<file path="src/rtl/alu_mdu_sequencer_if.sv">
// Execute-stage bundle between the pipeline/ALU and the iterative multiply/divide sequencer.
// master = pipeline and shared ALU side, slave = sequencer.
interface alu_mdu_sequencer_if #(
   parameter int DATA_WIDTH = 32
);
   logic                  start;
   logic [1:0]            op;
   logic [DATA_WIDTH-1:0] src_a;
   logic [DATA_WIDTH-1:0] src_b;
   logic                  kill;
   logic [DATA_WIDTH-1:0] alu_result;
   logic                  alu_own;
   logic [DATA_WIDTH-1:0] alu_a;
   logic [DATA_WIDTH-1:0] alu_b;
   logic [2:0]            alu_ctrl;
   logic                  busy;
   logic                  done;
   logic [DATA_WIDTH-1:0] result;

   modport master (
      output start, op, src_a, src_b, kill, alu_result,
      input  alu_own, alu_a, alu_b, alu_ctrl, busy, done, result
   );

   modport slave (
      input  start, op, src_a, src_b, kill, alu_result,
      output alu_own, alu_a, alu_b, alu_ctrl, busy, done, result
   );
endinterface

</file>
<file path="src/rtl/alu_mdu_sequencer.sv">
// Iterative MUL/DIVU/REMU sequencer that borrows the shared ALU (add 3'b000, sub 3'b001).
// Optional macro MDU_EARLY_OUT_EN ends a multiply once the remaining multiplier bits are zero.
module alu_mdu_sequencer #(
   parameter int DATA_WIDTH = 32
) (
   input logic                clk,
   input logic                rst_n,
   alu_mdu_sequencer_if.slave bus
);
   localparam int         CW       = $clog2(DATA_WIDTH) + 1;
   localparam logic [1:0] OP_MUL   = 2'b00;
   localparam logic [1:0] OP_DIVU  = 2'b01;
   localparam logic [1:0] OP_RSVD  = 2'b11;
   localparam logic [2:0] ALU_ADD  = 3'b000;
   localparam logic [2:0] ALU_SUB  = 3'b001;

   typedef enum logic [1:0] {
      S_IDLE = 2'b00,
      S_RUN  = 2'b01,
      S_DONE = 2'b10
   } state_e;

   state_e                state_q, state_d;
   logic [1:0]            op_q, op_d;
   // acc = product accumulator / remainder, opnd = multiplicand / divisor, shf = multiplier / quotient
   logic [DATA_WIDTH-1:0] acc_q, acc_d;
   logic [DATA_WIDTH-1:0] opnd_q, opnd_d;
   logic [DATA_WIDTH-1:0] shf_q, shf_d;
   logic [DATA_WIDTH-1:0] result_q, result_d;
   logic [CW-1:0]         cnt_q, cnt_d;
   logic [DATA_WIDTH:0]   rem_sh_s;
   logic                  last_s;

   assign rem_sh_s = {acc_q, shf_q[DATA_WIDTH-1]};

   // next-state and datapath update
   always_comb begin
      state_d  = state_q;
      op_d     = op_q;
      acc_d    = acc_q;
      opnd_d   = opnd_q;
      shf_d    = shf_q;
      result_d = result_q;
      cnt_d    = cnt_q;
      last_s   = 1'b0;
      case (state_q)
         S_IDLE: begin
            if (bus.kill) begin
               state_d = S_IDLE;
            end else if (bus.start) begin
               op_d   = bus.op;
               acc_d  = {DATA_WIDTH{1'b0}};
               opnd_d = (bus.op == OP_MUL) ? bus.src_a : bus.src_b;
               shf_d  = (bus.op == OP_MUL) ? bus.src_b : bus.src_a;
               cnt_d  = {CW{1'b0}};
               if (bus.op == OP_RSVD) begin
                  state_d  = S_DONE;
                  result_d = {DATA_WIDTH{1'b0}};
               end else if ((bus.op != OP_MUL) && (bus.src_b == {DATA_WIDTH{1'b0}})) begin
                  state_d  = S_DONE;
                  result_d = (bus.op == OP_DIVU) ? {DATA_WIDTH{1'b1}} : bus.src_a;
`ifdef MDU_EARLY_OUT_EN
               end else if ((bus.op == OP_MUL) && (bus.src_b == {DATA_WIDTH{1'b0}})) begin
                  state_d  = S_DONE;
                  result_d = {DATA_WIDTH{1'b0}};
`endif
               end else begin
                  state_d = S_RUN;
               end
            end else begin
               state_d = S_IDLE;
            end
         end
         S_RUN: begin
            if (bus.kill) begin
               state_d = S_IDLE;
            end else begin
               cnt_d = cnt_q + {{(CW-1){1'b0}}, 1'b1};
               if (op_q == OP_MUL) begin
                  acc_d  = shf_q[0] ? bus.alu_result : acc_q;
                  opnd_d = opnd_q << 1;
                  shf_d  = shf_q >> 1;
               end else if (rem_sh_s[DATA_WIDTH] || (rem_sh_s[DATA_WIDTH-1:0] >= opnd_q)) begin
                  acc_d = bus.alu_result;
                  shf_d = {shf_q[DATA_WIDTH-2:0], 1'b1};
               end else begin
                  acc_d = rem_sh_s[DATA_WIDTH-1:0];
                  shf_d = {shf_q[DATA_WIDTH-2:0], 1'b0};
               end
               last_s = (cnt_q == CW'(DATA_WIDTH - 1));
`ifdef MDU_EARLY_OUT_EN
               if ((op_q == OP_MUL) && (shf_d == {DATA_WIDTH{1'b0}})) begin
                  last_s = 1'b1;
               end else begin
                  last_s = last_s;
               end
`endif
               if (last_s) begin
                  state_d  = S_DONE;
                  result_d = (op_q == OP_DIVU) ? shf_d : acc_d;
               end else begin
                  state_d = S_RUN;
               end
            end
         end
         S_DONE: begin
            state_d = S_IDLE;
         end
         default: begin
            state_d = S_IDLE;
         end
      endcase
   end

   // ALU operand mux drive, active only while iterating
   always_comb begin
      bus.alu_own  = 1'b0;
      bus.alu_a    = {DATA_WIDTH{1'b0}};
      bus.alu_b    = {DATA_WIDTH{1'b0}};
      bus.alu_ctrl = ALU_ADD;
      if (state_q == S_RUN) begin
         bus.alu_own = 1'b1;
         bus.alu_b   = opnd_q;
         if (op_q == OP_MUL) begin
            bus.alu_a    = acc_q;
            bus.alu_ctrl = ALU_ADD;
         end else begin
            bus.alu_a    = rem_sh_s[DATA_WIDTH-1:0];
            bus.alu_ctrl = ALU_SUB;
         end
      end else begin
         bus.alu_own  = 1'b0;
         bus.alu_ctrl = ALU_ADD;
      end
   end

   assign bus.busy   = (state_q == S_RUN);
   assign bus.done   = (state_q == S_DONE) && !bus.kill;
   assign bus.result = result_q;

   // state and datapath registers
   always_ff @(posedge clk) begin
      if (!rst_n) begin
         state_q  <= S_IDLE;
         op_q     <= OP_MUL;
         acc_q    <= {DATA_WIDTH{1'b0}};
         opnd_q   <= {DATA_WIDTH{1'b0}};
         shf_q    <= {DATA_WIDTH{1'b0}};
         result_q <= {DATA_WIDTH{1'b0}};
         cnt_q    <= {CW{1'b0}};
      end else begin
         state_q  <= state_d;
         op_q     <= op_d;
         acc_q    <= acc_d;
         opnd_q   <= opnd_d;
         shf_q    <= shf_d;
         result_q <= result_d;
         cnt_q    <= cnt_d;
      end
   end
endmodule
</file>
<file path="src/flat_wrapper.sv">
// flat-port wrapper written by rule: the top's interface ports become plain ports
module alu_mdu_sequencer_flat 
#(
   parameter int DATA_WIDTH = 32
)
  (clk, rst_n, bus_start, bus_op, bus_src_a, bus_src_b, bus_kill, bus_alu_result, bus_alu_own, bus_alu_a, bus_alu_b, bus_alu_ctrl, bus_busy, bus_done, bus_result);
  alu_mdu_sequencer_if #(.DATA_WIDTH(DATA_WIDTH)) bus_i ();
  input logic clk;
  input logic rst_n;
  input wire logic [$bits(bus_i.start)-1:0] bus_start;
  input wire logic [$bits(bus_i.op)-1:0] bus_op;
  input wire logic [$bits(bus_i.src_a)-1:0] bus_src_a;
  input wire logic [$bits(bus_i.src_b)-1:0] bus_src_b;
  input wire logic [$bits(bus_i.kill)-1:0] bus_kill;
  input wire logic [$bits(bus_i.alu_result)-1:0] bus_alu_result;
  output wire logic [$bits(bus_i.alu_own)-1:0] bus_alu_own;
  output wire logic [$bits(bus_i.alu_a)-1:0] bus_alu_a;
  output wire logic [$bits(bus_i.alu_b)-1:0] bus_alu_b;
  output wire logic [$bits(bus_i.alu_ctrl)-1:0] bus_alu_ctrl;
  output wire logic [$bits(bus_i.busy)-1:0] bus_busy;
  output wire logic [$bits(bus_i.done)-1:0] bus_done;
  output wire logic [$bits(bus_i.result)-1:0] bus_result;
  assign bus_i.start = bus_start;
  assign bus_i.op = bus_op;
  assign bus_i.src_a = bus_src_a;
  assign bus_i.src_b = bus_src_b;
  assign bus_i.kill = bus_kill;
  assign bus_i.alu_result = bus_alu_result;
  assign bus_alu_own = bus_i.alu_own;
  assign bus_alu_a = bus_i.alu_a;
  assign bus_alu_b = bus_i.alu_b;
  assign bus_alu_ctrl = bus_i.alu_ctrl;
  assign bus_busy = bus_i.busy;
  assign bus_done = bus_i.done;
  assign bus_result = bus_i.result;
  alu_mdu_sequencer #(.DATA_WIDTH(DATA_WIDTH)) u_core (.clk(clk), .rst_n(rst_n), .bus(bus_i));
endmodule
</file>
<file path="config.mk">
export PLATFORM = sky130hd
export DESIGN_NAME = alu_mdu_sequencer_flat
export DESIGN_NICKNAME = d
export VERILOG_FILES = /design/src/rtl/alu_mdu_sequencer_if.sv /design/src/rtl/alu_mdu_sequencer.sv /design/src/flat_wrapper.sv
export SDC_FILE = /design/constraint.sdc
export NUM_CORES = 1
export LEC_CHECK = 0
export ABC_AREA = 1
export BUFFER_PORTS_ARGS = -buffer_cell sky130_fd_sc_hd__buf_2
export CORE_ASPECT_RATIO = 0.7
export CORE_MARGIN = 2
export CORE_UTILIZATION = 48
export CTS_BUF_LIST = sky130_fd_sc_hd__clkbuf_8
export CTS_CLUSTER_DIAMETER = 100
export DETAILED_ROUTE_END_ITERATION = 6
export PLACE_DENSITY = 0.74
export SETUP_SLACK_MARGIN = 0.02
export SKIP_CTS_REPAIR_TIMING = 1
export SLEW_MARGIN = 10
export SYNTH_ARGS = -nofsm -noshare
export SYNTH_HDL_FRONTEND = slang
export SYNTH_SLANG_ARGS = --single-unit
</file>
<file path="constraint.sdc">
create_clock -name clk -period 2.1 [get_ports clk]
set_clock_uncertainty 0.05 [all_clocks]
set_input_delay 0.63 -clock clk [delete_from_list [all_inputs] [get_ports clk]]
set_output_delay 0.63 -clock clk [all_outputs]
set_load 0.01 [all_outputs]
</file>
==> results.cfg <==
[cells_and_area]
final_common_cell = sky130_fd_sc_hd__nand2_1
antenna_cells_inserted = 0
most-common-layout-cells = sky130_fd_sc_hd__nand2_1 (300), sky130_fd_sc_hd__inv_1 (253), sky130_fd_sc_hd__a21oi_1 (242), sky130_fd_sc_hd__o21ai_0 (193), sky130_fd_sc_hd__buf_2 (193)
register_area_sq_um = 2790
final_net_count = 2078
multi_input_comb_area_sq_um = 6460
syn_to_final_growth_pct = 32.6
postLayoutCellArea_sq_um = 13400
nFillCells = 1978
proportion_of_layout_cells_with_a_drive_suffix_above_1_pct = 27.0
finalCoreUtilization_pct = 64.7

[floorplan]
io_pins = 204
die_h_microns = 125
core.rowCount = 44
floorplan.die.width_microns = 177
effective_utilization_at_floorplan_pct = 48.8
core_area_sq_um = 20600
die_area_sq_um = 22200

[critical_path]
critPathLaunch = u_core.op_q[0]
cp.required_ns = 1.42
path_delay_family = buffers and inverters
crit_path_cell_trace = nor2_4 > buf_12 > o21ai_0 > a21oi_1 > buf_2
max_stage_delay_ns = 0.35
endpoint = bus_alu_a[26]
timing.critical_path.buf_inv = 2
reg2reg_to = u_core.bus.result[30]
end_kind = output port
crit_slowest_cell = sky130_fd_sc_hd__dfxtp_2
start_kind = flop
classification_of_the_worst_setup_path = reg2out
timing.rr.start = u_core.opnd_q[19]
worstPathMaxFanout = 28
cp_data_arrival_time_ns = 1.74
setup.reg_to_reg.worst_slack_ns = -0.25
crit_cells = 5
r2r_depth = 14

[grt]
grt_pass1_wl_microns = 60200
maximum_number_of_pins_on_one_net_before_global_route_repair = 65
gr-usage-all-layers_pct = 34.7
grt_overflow_total = 0
antenna_found_initial = 1
first_global_vias = 11000

[status]
outcome = complete, but fails checks
failing_checks = negative setup slack

[min_path]
worstHoldPathType = reg2reg
hold_path.startpoint = u_core.cnt_q[3]

[sta]
final_hold_vios = 0
setup_slack_ns = -0.319
holdWs_ns = 0.434
tns_ns = -20.37
max_freq_mhz = 413
min_period_over_period_pct = 115
min_period_ns = 2.42
pins_over_slew_limit = 0
timing.slew.headroom_pct = 64.7
worst-slew-pin-transition_ns = 0.524
unrepaired_setup_endpoints_after_global_routing = yes
setup_viol = 123

[logic_synthesis]
synthesis.area_per_instance_sq_um = 5.87
seq_area_frac_synth_pct = 27.4
unique_masters_post_synth = 32
yosys_register_bits = 138
yosys_warning_total = 0
syn_inst = 1716
synth.cell_area_sq_um = 10100

[routing]
via_per_inst = 5.75
detail_route.iter0.violations = 1734
ant_nets = 0
drc_errors = 0
route.detailed.wl_per_inst_microns = 18.6
firstDrtPassIters = 7
routed_wirelength_microns = 41500
route.vias.total = 12800

[flow_run]
cap_violations = 0

[power_and_ir_drop]
power.ir.vdd_worst_uv = 413
share_of_power_burned_in_combinational_logic_pct = 32.2
power.internal_uw = 4720
clock_power_share_pct = 29.3
seq_power_share_pct = 38.5
pwr_density_cell_nw_per_um2 = 567
leakage_uw = 0.00690
switching_share_pct = 37.8
total_power_uw = 7580
total_switching_power_uw = 2860

[place]
numPortBuffers = 201
post-dp-hpwl_microns = 28100
detailed_place.area_sq_um = 12100
globalplace.congestion = 0.936

[cts]
worst_skew_pair.late_latency_ns = 0.48
cts-root-buf = sky130_fd_sc_hd__clkbuf_8
tritoncts_sinks = 138
cts.clk_slew.worst_paths_ns = 0.08
clock_tree_from_tritoncts = yes
cts_htree_levels = 4
ctsLongestPathBuffers = 2
numCtsBuffers = 17
[Yosys cell counts]
library cell               instances  area share (%)
sky130_fd_sc_hd__o21a_1            1           0.075
sky130_fd_sc_hd__ha_1             33             4.1
sky130_fd_sc_hd__inv_2             8            0.30
sky130_fd_sc_hd__nand2_1         312              12
sky130_fd_sc_hd__nor4_1            3            0.19
sky130_fd_sc_hd__nor2_1          129             4.8
sky130_fd_sc_hd__a31oi_1           2            0.12
sky130_fd_sc_hd__a22oi_1           7            0.52
sky130_fd_sc_hd__o21ai_1          28             1.4
sky130_fd_sc_hd__buf_6             3            0.34
sky130_fd_sc_hd__nor2_2            2            0.12
sky130_fd_sc_hd__a21oi_1         275              14
sky130_fd_sc_hd__a211oi_1          1           0.075
sky130_fd_sc_hd__buf_1            12            0.45
sky130_fd_sc_hd__nor3b_1           2            0.15
sky130_fd_sc_hd__buf_4             3            0.22
sky130_fd_sc_hd__nand3_1         106             5.3
sky130_fd_sc_hd__dfxtp_1         138              27
sky130_fd_sc_hd__a221oi_1          2            0.17
sky130_fd_sc_hd__nor3_1           32             1.6
sky130_fd_sc_hd__conb_1            1           0.037
sky130_fd_sc_hd__o21ai_0         198             9.8
sky130_fd_sc_hd__nand4_1           5            0.31
sky130_fd_sc_hd__clkbuf_1         98             3.6
sky130_fd_sc_hd__buf_2            12            0.60
sky130_fd_sc_hd__nand2_2           2            0.12
sky130_fd_sc_hd__o211a_1           1           0.099
sky130_fd_sc_hd__a21oi_2           2            0.17
sky130_fd_sc_hd__clkinv_1          1           0.037
sky130_fd_sc_hd__inv_1           256             9.5
sky130_fd_sc_hd__o211ai_1         39             2.9
sky130_fd_sc_hd__a21o_1            2            0.15
[flip-flops by register name (all words and copies together) (netlist names)]
| name | cells |
|---|---|
| u_core.state_q | 2 |
| u_core.acc_q | 32 |
| u_core.opnd_q | 32 |
| u_core.cnt_q | 6 |
| u_core.shf_q | 32 |
| u_core.bus.result | 32 |
| u_core.op_q | 2 |
[worst register-to-register path, stage by stage (launching register included)]
cell and delay (ns):
sky130_fd_sc_hd__dfxtp_1 0.33, sky130_fd_sc_hd__inv_1 0.21, sky130_fd_sc_hd__ha_4 0.25, sky130_fd_sc_hd__a21oi_1 0.14, sky130_fd_sc_hd__nand2_1 0.07, sky130_fd_sc_hd__nand2_1 0.07, sky130_fd_sc_hd__nand2_2 0.07, sky130_fd_sc_hd__a21oi_4 0.25
sky130_fd_sc_hd__nand2_4 0.15, sky130_fd_sc_hd__clkbuf_16 0.20, sky130_fd_sc_hd__nand2_1 0.06, sky130_fd_sc_hd__nand3_1 0.09, sky130_fd_sc_hd__nand3_2 0.12, sky130_fd_sc_hd__nand2_1 0.09, sky130_fd_sc_hd__a21oi_2 0.13
[worst min-delay path by stage]
| stage | end | slack [ns] | cells past startpoint |
|---|---|---|---|
| after global routing | u_core.acc_q[31] | 0.46 | 2 |
| final | u_core.cnt_q[4] | 0.43 | 2 |
| after CTS | u_core.cnt_q[4] | 0.44 | 2 |
| after detailed placement | u_core.cnt_q[2] | 0.42 | 2 |
| after global placement | u_core.cnt_q[2] | 0.42 | 2 |
| after floorplan | u_core.op_q[1] | 0.39 | 2 |
[power by group through the flow]
stage	logic [uW]	clock network [uW]	registers [uW]
after global routing	2640	2350	2930
after global placement	2110	0	2960
after CTS	2140	2230	2900
after detailed placement	2130	0	2960
after floorplan	1250	0	2940
final	2440	2220	2920
[cell type report]
cell class / instances / share of cell area [%]
inverters: 265 / 7.48
repair buffers: 335 / 17.8
flip-flops and latches: 138 / 20.8
clock inverters: 11 / 0.721
multi-input cells: 1186 / 48.4
clock buffers: 21 / 2.16
well taps: 276 / 2.58
[layer usage]
layer / wire (microns) / GRT usage, %
met1: 17300 / 48.9
met2: 17600 / 50.5
met3: 4840 / 8.33
met4: 1680 / 13.9
met5: 0 / 0
[stage by stage]
stage | instances | setup slack, ns
floorplan | 1717 | 0.0723
global placement | 2192 | -0.247
detailed placement | 2192 | -0.264
CTS | 2224 | -0.418
global route | 2232 | -0.347
finish | 2232 | -0.319
[logic make-up (layout without fill, tap and decap cells)]
family	count (synthesis)	count (layout)	synth area share [%]
DFF	138	138	27.4
buffers and inverters	393	632	15.1
adders and majority gates	33	33	4.10
other	1	2	0.0372
AOI/OAI and AO/OA	558	558	29.2
and+or+nand+nor	593	593	24.2
Note: power is estimated with default switching activity, not from simulation.
